<file path="src/rtl/uart_pkg.sv">
// ---------------------------------------------------------------------------
// uart_pkg
// Shared definitions for the UART transmitter and receiver.
//   - uart_state_t : frame state encoding (IDLE, START, DATA, PARITY, STOP)
//   - UART_CLKS_PER_BIT_DEFAULT : 50 MHz system clock / 9600 baud
//   - UART_DATA_BITS : data bits per frame
//   - even_parity() : parity bit for a data byte (XOR of all data bits)
// ---------------------------------------------------------------------------
package uart_pkg;

  localparam int UART_CLKS_PER_BIT_DEFAULT = 5208;
  localparam int UART_DATA_BITS            = 8;
  localparam int UART_BIT_IDX_W            = $clog2(UART_DATA_BITS);

  typedef enum logic [2:0] {
    IDLE   = 3'd0,
    START  = 3'd1,
    DATA   = 3'd2,
    PARITY = 3'd3,
    STOP   = 3'd4
  } uart_state_t;

  function automatic logic even_parity(input logic [UART_DATA_BITS-1:0] d);
    return ^d;
  endfunction

endpackage

</file>
<file path="src/rtl/uart_baud_cnt.sv">
// ---------------------------------------------------------------------------
// uart_baud_cnt
// Restartable bit-period counter. Counts 0..CLKS_PER_BIT-1 and wraps; bit_end
// marks the last cycle of each bit period. Holding restart high parks the
// counter at 0 so the next period starts cleanly when restart drops.
// Shared by the transmitter and the receiver.
//
// Parameters
//   CLKS_PER_BIT : system clock cycles per serial bit (minimum 2)
// Ports
//   sysclk  in  system clock, rising-edge active
//   reset   in  asynchronous active-high reset (counter to 0)
//   restart in  force the counter back to 0 on the next edge
//   bit_end out high on the final cycle of the current bit period
// ---------------------------------------------------------------------------
module uart_baud_cnt
  import uart_pkg::*;
#(
  parameter int CLKS_PER_BIT = UART_CLKS_PER_BIT_DEFAULT
) (
  input  logic sysclk,
  input  logic reset,
  input  logic restart,
  output logic bit_end
);

  localparam int CNT_W = (CLKS_PER_BIT > 1) ? $clog2(CLKS_PER_BIT) : 1;
  localparam logic [CNT_W-1:0] CNT_MAX = CNT_W'(CLKS_PER_BIT - 1);

  logic [CNT_W-1:0] cnt;

  assign bit_end = (cnt == CNT_MAX);

  always_ff @(posedge sysclk or posedge reset) begin
    if (reset) begin
      cnt <= '0;
    end else if (restart || bit_end) begin
      cnt <= '0;
    end else begin
      cnt <= cnt + 1'b1;
    end
  end

endmodule

</file>
<file path="src/rtl/uart_tx.sv">
// ---------------------------------------------------------------------------
// uart_tx
// UART transmitter: 8 data bits, LSB first, one stop bit, idle-high line.
// A one-deep holding register decouples the CPU write from the shifter, so
// a byte written during a frame is sent immediately after it with no idle
// gap between the stop bit and the next start bit.
//
// Optional feature (compile-time macro):
//   UART_TX_PARITY_EN : insert an even-parity bit between the last data bit
//                       and the stop bit (8E1, 11 bit periods per frame).
//                       Undefined: 8N1, no parity state or logic.
//
// Parameters
//   CLKS_PER_BIT : system clock cycles per serial bit (minimum 2)
// Ports
//   sysclk   in   system clock, rising-edge active
//   reset    in   asynchronous active-high reset
//   tx_data  in   byte to send, sampled on an accepted tx_start
//   tx_start in   write strobe, accepted when tx_ready is high
//   tx_ready out  holding register empty
//   tx_busy  out  a frame is in progress (state is not IDLE)
//   tx_done  out  one-cycle pulse on the last cycle of each stop bit
//   UART_TX  out  serial line
//
// The serial line and tx_done are registered one cycle behind the state
// machine so the pin is glitch-free: state enters START one edge after the
// byte is accepted, and the line falls on the following edge.
// ---------------------------------------------------------------------------
module uart_tx
  import uart_pkg::*;
#(
  parameter int CLKS_PER_BIT = UART_CLKS_PER_BIT_DEFAULT
) (
  input  logic       sysclk,
  input  logic       reset,
  input  logic [7:0] tx_data,
  input  logic       tx_start,
  output logic       tx_ready,
  output logic       tx_busy,
  output logic       tx_done,
  output logic       UART_TX
);

  localparam logic [UART_BIT_IDX_W-1:0] LAST_BIT = UART_BIT_IDX_W'(UART_DATA_BITS - 1);

  uart_state_t state, state_nxt;

  logic [UART_DATA_BITS-1:0] hold_q;
  logic                      hold_full;
  logic [UART_DATA_BITS-1:0] shift_q;
  logic [UART_BIT_IDX_W-1:0] bit_idx;
  logic                      bit_end;
  logic                      accept;
  logic                      load_shift;
  logic                      line_nxt;
  logic                      line_p1;
  logic                      done_p1;

`ifdef UART_TX_PARITY_EN
  logic                      parity_q;
`endif

  // A write is only taken while the holding register is empty; a write that
  // coincides with a holding-to-shift transfer sees tx_ready=0 and is dropped.
  assign accept   = tx_start && !hold_full;
  assign tx_ready = !hold_full;
  assign tx_busy  = (state != IDLE);
  assign tx_done  = done_p1;
  assign UART_TX  = line_p1;

  // The bit timer is parked at zero while idle, so the start bit always gets
  // a full period. Between frames it simply wraps at the stop-bit end.
  uart_baud_cnt #(
    .CLKS_PER_BIT (CLKS_PER_BIT)
  ) u_baud_cnt (
    .sysclk  (sysclk),
    .reset   (reset),
    .restart (state == IDLE),
    .bit_end (bit_end)
  );

  always_ff @(posedge sysclk or posedge reset) begin
    if (reset) begin
      state <= IDLE;
    end else begin
      state <= state_nxt;
    end
  end

  always_comb begin
    state_nxt  = state;
    load_shift = 1'b0;
    line_nxt   = 1'b1;
    case (state)
      IDLE: begin
        if (hold_full) begin
          load_shift = 1'b1;
          state_nxt  = START;
        end
      end
      START: begin
        line_nxt = 1'b0;
        if (bit_end) begin
          state_nxt = DATA;
        end
      end
      DATA: begin
        line_nxt = shift_q[0];
        if (bit_end && (bit_idx == LAST_BIT)) begin
`ifdef UART_TX_PARITY_EN
          state_nxt = PARITY;
`else
          state_nxt = STOP;
`endif
        end
      end
`ifdef UART_TX_PARITY_EN
      PARITY: begin
        line_nxt = parity_q;
        if (bit_end) begin
          state_nxt = STOP;
        end
      end
`endif
      STOP: begin
        line_nxt = 1'b1;
        if (bit_end) begin
          // A byte already waiting goes straight out: stop bit is followed
          // directly by the next start bit.
          if (hold_full) begin
            load_shift = 1'b1;
            state_nxt  = START;
          end else begin
            state_nxt = IDLE;
          end
        end
      end
      default: begin
        state_nxt = IDLE;
      end
    endcase
  end

  // Stage p0: holding register and shifter.
  always_ff @(posedge sysclk or posedge reset) begin
    if (reset) begin
      hold_q    <= '0;
      hold_full <= 1'b0;
      shift_q   <= '0;
      bit_idx   <= '0;
    end else begin
      if (load_shift) begin
        hold_full <= 1'b0;
      end else if (accept) begin
        hold_q    <= tx_data;
        hold_full <= 1'b1;
      end

      if (load_shift) begin
        shift_q <= hold_q;
        bit_idx <= '0;
      end else if ((state == DATA) && bit_end) begin
        shift_q <= shift_q >> 1;
        bit_idx <= bit_idx + 1'b1;
      end
    end
  end

`ifdef UART_TX_PARITY_EN
  // Parity is fixed when the byte enters the shifter, since the shift
  // register no longer holds the full byte by the time the parity bit is sent.
  always_ff @(posedge sysclk or posedge reset) begin
    if (reset) begin
      parity_q <= 1'b0;
    end else if (load_shift) begin
      parity_q <= even_parity(hold_q);
    end
  end
`endif

  // Stage p1: registered line and done pulse, aligned with each other.
  always_ff @(posedge sysclk or posedge reset) begin
    if (reset) begin
      line_p1 <= 1'b1;
      done_p1 <= 1'b0;
    end else begin
      line_p1 <= line_nxt;
      done_p1 <= (state == STOP) && bit_end;
    end
  end

endmodule

</file>
<file path="config.mk">
export PLATFORM = sky130hd
export DESIGN_NAME = uart_tx
export DESIGN_NICKNAME = d
export VERILOG_FILES = /design/src/rtl/uart_pkg.sv /design/src/rtl/uart_baud_cnt.sv /design/src/rtl/uart_tx.sv
export SDC_FILE = /design/constraint.sdc
export NUM_CORES = 1
export LEC_CHECK = 0
export ABC_AREA = 1
export CAP_MARGIN = 20
export CORE_MARGIN = 5
export CORE_UTILIZATION = 43
export CTS_BUF_LIST = sky130_fd_sc_hd__clkbuf_8 sky130_fd_sc_hd__clkbuf_16
export CTS_CLUSTER_DIAMETER = 100
export DETAILED_ROUTE_END_ITERATION = 7
export PLACE_DENSITY_LB_ADDON = 0.1
export SETUP_SLACK_MARGIN = 0.02
export SYNTH_ARGS = -nofsm -noshare
export SYNTH_HDL_FRONTEND = slang
export SYNTH_SLANG_ARGS = --single-unit
</file>
<file path="constraint.sdc">
create_clock -name sysclk -period 3.4 [get_ports sysclk]
set_input_delay 0.51 -clock sysclk [delete_from_list [all_inputs] [get_ports sysclk]]
set_output_delay 0.51 -clock sysclk [all_outputs]
set_load 0.03 [all_outputs]
</file>
# [Word level (Yosys, flattened, before mapping)]
# Cells that the tools add are included.
# Widths: inputs -> output; s select.
[totals] latchBits=0 ram_bits=0 input_bits=11 elab_cells=49 n_memories=0 out_inout_bits=4 ff_bits=38 rom_bits=0
[op_classes] addsub=2 eq_ne=9 muxes=17 div=0 mul=0 reduce_logical=12 shifts=0 bitwise_logic=1 order_cmp=0
[op_table] op="$mux 3" count=6
[op_table] op="$mux 8" count=2
[op_table] op="$add 13x1->13 const B" count=1
[op_table] op="$eq 13x13->1 const B" count=1
[op_table] op="$mux 13" count=1
[op_table] op="$pmux 3 s4" count=1
[op_table] op="$ne 2x2->1 const B" count=4
[op_table] op="$eq 3x3->1 const B" count=2
[op_table] op="$mux 1" count=5
[op_table] op="$logic_and 1x1->1" count=4
[op_table] op="$pmux 1 s2" count=2
[op_table] op="$reduce_and 4->1" count=1
[op_table] op="$reduce_bool 2->1" count=2
[op_table] op="$add 3x1->3 const B" count=1
[op_table] op="$eq 3x1->1 const B" count=1
[op_table] op="$eq 3x2->1 const B" count=1
[op_table] op="$logic_not 3->1" count=1
[op_table] op="$reduce_bool 3->1" count=1
[op_table] op="$reduce_and 2->1" count=1
[op_table] op="$logic_not 1->1" count=1
[op_table] op="$logic_or 1x1->1" count=1
[op_table] op="$not 1->1" count=1

# [Depth between registers and ports, before layout]
[logic_depth] word_depth=5 mapped_depth=10 ltp_nobuf=9

# [Modules after synthesis]
# From an unflattened synthesis, not the netlist that was laid out.
[hier_totals] cells_unflattened=217 hier_area_um2=1888.1
[modules_own_cells] mod="uart_tx" n_inst=1 seq_area_each_um2=626.9 area_per_inst_um2=1153.6 cells_per_inst=120
[modules_own_cells] mod="uart_baud_cnt" n_inst=1 seq_area_each_um2=325.3 area_per_inst_um2=734.5 cells_per_inst=97

# [Worst setup path before layout]
# OpenSTA, ideal clock, no wires.
[synth_timing] path_kind="register to register" from="register u_baud_cnt.cnt[0]" to="register shift_q[0]" arrival_ns=1.337 stages_incl_launch_ff=10 t_required_ns=3.282 n_path_buf=1 path_slack_ns=1.946 setup_ns=0.118 synth_period_minus_slack_ns=1.454 path_cell_list="dfrtp_1 > ha_1 > nand2_2 > nor2_2 > nand3_4 > nand2_4 > nand2_4 > buf_6 > nand3_1 > nand2_1"
[synth_via] elab_chain_cells=4 word_cells_on_any_way=6 classes_between="eq/ne: 1; mux: 3; reduce/logical: 2"
[synth_lines] item="start, declared" line_no="uart_baud_cnt.sv:30" text="logic [CNT_W-1:0] cnt;"
[synth_lines] item="start signal, assigned" line_no="uart_baud_cnt.sv:40" text="cnt <= cnt + 1'b1;"
[synth_lines] item="$eq 13x13->1 (*)" line_no="uart_baud_cnt.sv:32" text="assign bit_end = (cnt == CNT_MAX);"
[synth_lines] item="$mux 1" line_no="uart_tx.sv:127" text="if (bit_end) begin"
[synth_lines] item="$pmux 1 s2" line_no="uart_tx.sv:94" text="case (state)"
[synth_lines] item="$mux 8 / $reduce_bool 2->1 (equally long branches)"
[synth_lines] item="end signal, assigned" line_no="uart_tx.sv:160" text="shift_q <= hold_q;"
[synth_lines] item="end signal, assigned" line_no="uart_tx.sv:163" text="shift_q <= shift_q >> 1;"
[synth_lines] item="end, declared" line_no="uart_tx.sv:50" text="logic [UART_DATA_BITS-1:0] shift_q;"
# Mark *: on every way between the ends. The rest lies on a longest branch, timed or not.
# A chain may end at the register's enable or synchronous reset.

# [Final worst setup path]
[layout_timing] from="register state[0]" to="output tx_busy"
[layout_via] elab_chain_cells=1
[layout_lines] item="start, declared" line_no="uart_tx.sv:46" text="uart_state_t state, state_nxt;"
[layout_lines] item="start signal, assigned" line_no="uart_tx.sv:86" text="state <= state_nxt;"
[layout_lines] item="$reduce_bool 3->1" line_no="uart_tx.sv:67" text="assign tx_busy = (state != IDLE);"
[layout_lines] item="end, declared" line_no="uart_tx.sv:39" text="output logic tx_busy,"
# No other way between the ends.

==> impl_metrics.yaml <==
detailed_routing:
  ant_nets: 0
  routed_via_density: 4.960
  vias: 1498
  drtIter0Drc: 108
  firstDrtPassIters: 4
  wl_per_cell_um: 12.23
  wl_um: 3694
  drc: 0
timing:
  slew_violations: 0
  setup_viol: 0
  fmax_mhz: 451.6
  tns_ps: 0
  rsz0062_at_grt: "false"
  skew_ps: 10.75
  fin_crit_sh: 0.6512
  max_slew.worst_pin.slew_ps: 477.7
  min_period_ps: 2214
  maxSlewHeadroom: 0.6815
  final-hold-violation-count: 0
clock_network:
  clock-sinks: 38
  cts_resized: 0
  hold_buffers: 0
  clkTransAtPathRegs_ps: 80
  cts_tree: "yes"
  post-cts-setup-buffer-count: 0
  numCtsBuffers: 5
  htreeDepth: 2
  clk_latency_ps: 290
  cts-root-buf: "clkbuf_8"
  ctsLongestPathBuffers: 2
power:
  total_leakage_power_nw: 1.072
  pwr_density_cell_nw_per_um2: 393.5
  vdd_ir_drop_max_mv: 0.3542
final_layout:
  synthToLayoutAreaGrowth_pct: 13.80
  nNetsFinal: 263
  final_cell_area_um2: 2208
  num-fill-cells: 412
  drive_above_1_share: 0.1280
  n_antenna_cell: 0
flow_run:
  maxCapViolCount: 0
floorplan:
  dieArea_um2: 5957
  die_w_um: 77.18
  row_count: 24
  initial_utilization: 0.4457
  ios: 15
  core_area_um2: 4354
  die_y_um: 77.18
critical_path:
  cpMostUsedCell: "inv_1"
  worstReg2RegStart: "u_baud_cnt.cnt[0]"
  critPathMaxFanout: 4
  crit_arrival_ps: 1700
  crit_start: "state[0]"
  path_cells: "inv_1, nand2_1, nor2_1, inv_1, clkdlybuf4s50_1"
  critPathLaunchType: "flip-flop"
  crit_path_end_kind: "output pin"
  worstPathRequired_ps: 2890
  reg2reg_to: "hold_full"
  criticalPathCategory: "flip-flop to output pin"
  cpPeakStageDelay_ps: 600
  r2r_slack_ps: 1770
  r2r_cells: 8
  critPathSlowestCell: "clkdlybuf4s50_1"
yosys:
  ys_seq_area_frac: 0.4907
  syn_inst: 230
  synth_nets: 244
  synth_area_per_cell_um2: 8.437
  synth_seq_cells: 38
  synth_warnings: 0
  synth_area_um2: 1941
  synth.distinct_cells: 28
global_routing:
  grt_pass1_vias: 1435
  grt_pass1_wl_um: 6748
  grt_max_degree: 39
  grt_overflow: 0
  antenna_found_initial: 0
  grt_usage: 0.1396
run_status:
  status: "finished, final reports clean"
hold_path:
  min-delay-start: "hold_q[7]"
  holdCritPathClass: "flip-flop to flip-flop"
  worstHoldEndpoint: "shift_q[7]"
  hold_depth: 2
placed_design:
  gp_congestion: 0.8640
  placement.cell_area_um2: 2126
  portBuffers: 14
  dp_hpwl_um: 2711
==> cell type report <==
| class | count | area [µm²] | area share |
|---|---|---|---|
| multi-input cells | 157 | 840.8 | 0.3807 |
| clock buffers | 5 | 68.82 | 0.03116 |
| well taps | 52 | 65.06 | 0.02946 |
| inverters | 32 | 120.1 | 0.05439 |
| flip-flops and latches | 38 | 952.2 | 0.4312 |
| repair buffers | 15 | 147.6 | 0.06686 |
| clock inverters | 3 | 13.76 | 0.006232 |
==> synthesized netlist by cell type (all sizes together) <==
master / n / area, µm²
nand2: 57 / 234.0
nor4: 2 / 12.51
a21oi: 5 / 25.02
mux2: 8 / 90.09
nand4: 4 / 25.02
xor2: 1 / 8.760
o211ai: 1 / 7.510
buf: 3 / 27.52
and2: 1 / 6.260
inv: 32 / 120.1
o21ai: 7 / 35.03
dfstp: 1 / 26.28
and3: 1 / 6.260
nor2: 30 / 140.1
dfrtp: 37 / 925.9
nand3: 26 / 142.6
ha: 3 / 37.54
nor3b: 4 / 30.03
nor3: 7 / 40.04
==> metrics by stage <==
| stage | hold slack (ps) | util | power [mW] | instances | worst slack, ps |
|---|---|---|---|---|---|
| floorplan | 443.6 | - | 0.5521 | 230 | 1946 |
| global placement | 462.3 | 0.4882 | 0.5787 | 294 | 1523 |
| detailed placement | 476.3 | 0.4882 | 0.5808 | 294 | 1490 |
| CTS | 494.3 | 0.5072 | 0.8831 | 302 | 1165 |
| global route | 521.3 | 0.5072 | 0.9236 | 302 | 1062 |
| finish | 493.2 | 0.5072 | 0.8689 | 302 | 1186 |
==> critical path: cells and delay by family, from the launching register on <==
family / cells / cell delay (ps)
flip-flops: 1 / 380
buffers and inverters: 3 / 770
AND/OR/NAND/NOR: 2 / 270
==> worst max path at each step <==
| stage | end | slack (ps) | depth (start not counted) |
|---|---|---|---|
| after floorplan | shift_q[0] | 1950 | 9 |
| after global placement | tx_busy | 1520 | 5 |
| after detailed placement | tx_busy | 1490 | 5 |
| after CTS | tx_busy | 1160 | 5 |
| after global routing | tx_busy | 1060 | 5 |
| final | tx_busy | 1190 | 5 |
==> kinds of logic after synthesis <==
group / share of synthesized area
AOI/OAI and AO/OA: 0.03481
xor gates and xnor gates: 0.004514
adders and majority gates: 0.01934
buffers and inverters: 0.07607
DFF: 0.4907
muxes: 0.04642
and+or+nand+nor: 0.3282
==> registers in the layout, indices dropped and copies added, names as in the netlist <==
signal / cells
UART_TX: 1
u_baud_cnt.cnt: 13
hold_q: 8
state: 3
hold_full: 1
tx_done: 1
bit_idx: 3
shift_q: 8
==> layer usage <==
layer / wire (µm) / track usage / vias to the layer above
met3: 133 / 0.03981 / 7
met4: 45 / 0.05498 / 0
li1: - / - / 770
met2: 1563 / 0.2003 / 21
met1: 1951 / 0.1973 / 700
met5: 0 / 0 / -
==> where the power goes <==
part	switching [mW]	total, mW	internal, mW
Clock	0.160	0.299	0.139
Sequential	0.0186	0.506	0.488
Combinational	0.0242	0.0633	0.0390
Total	0.203	0.869	0.666
==> placed cells by master, fill, tap and decap left out <==
cell type / Yosys / final
nand2_1: 53 / 53
dfrtp_1: 37 / 37
inv_1: 28 / 29
nand3_1: 25 / 25
nor2_1: 25 / 25
clkdlybuf4s50_1: 0 / 14
mux2_2: 8 / 8
nor3_1: 6 / 6
a21oi_1: 5 / 5
clkbuf_8: 0 / 5
inv_2: 4 / 4
o21ai_0: 4 / 4
nand4_1: 4 / 4
nor3b_1: 4 / 4
nor2_4: 3 / 3
o21ai_1: 3 / 3
ha_1: 3 / 3
nand2_2: 2 / 2
nor2_2: 2 / 2
nand2_4: 2 / 2
nor4_1: 2 / 2
clkinv_2: 0 / 2
dfstp_2: 1 / 1
nand3_4: 1 / 1
and2_1: 1 / 1
nor3_2: 1 / 1
o211ai_1: 1 / 1
xor2_1: 1 / 1
and3_1: 1 / 1
buf_4: 0 / 1
No activity file was read; power rests on OpenSTA's default activity.
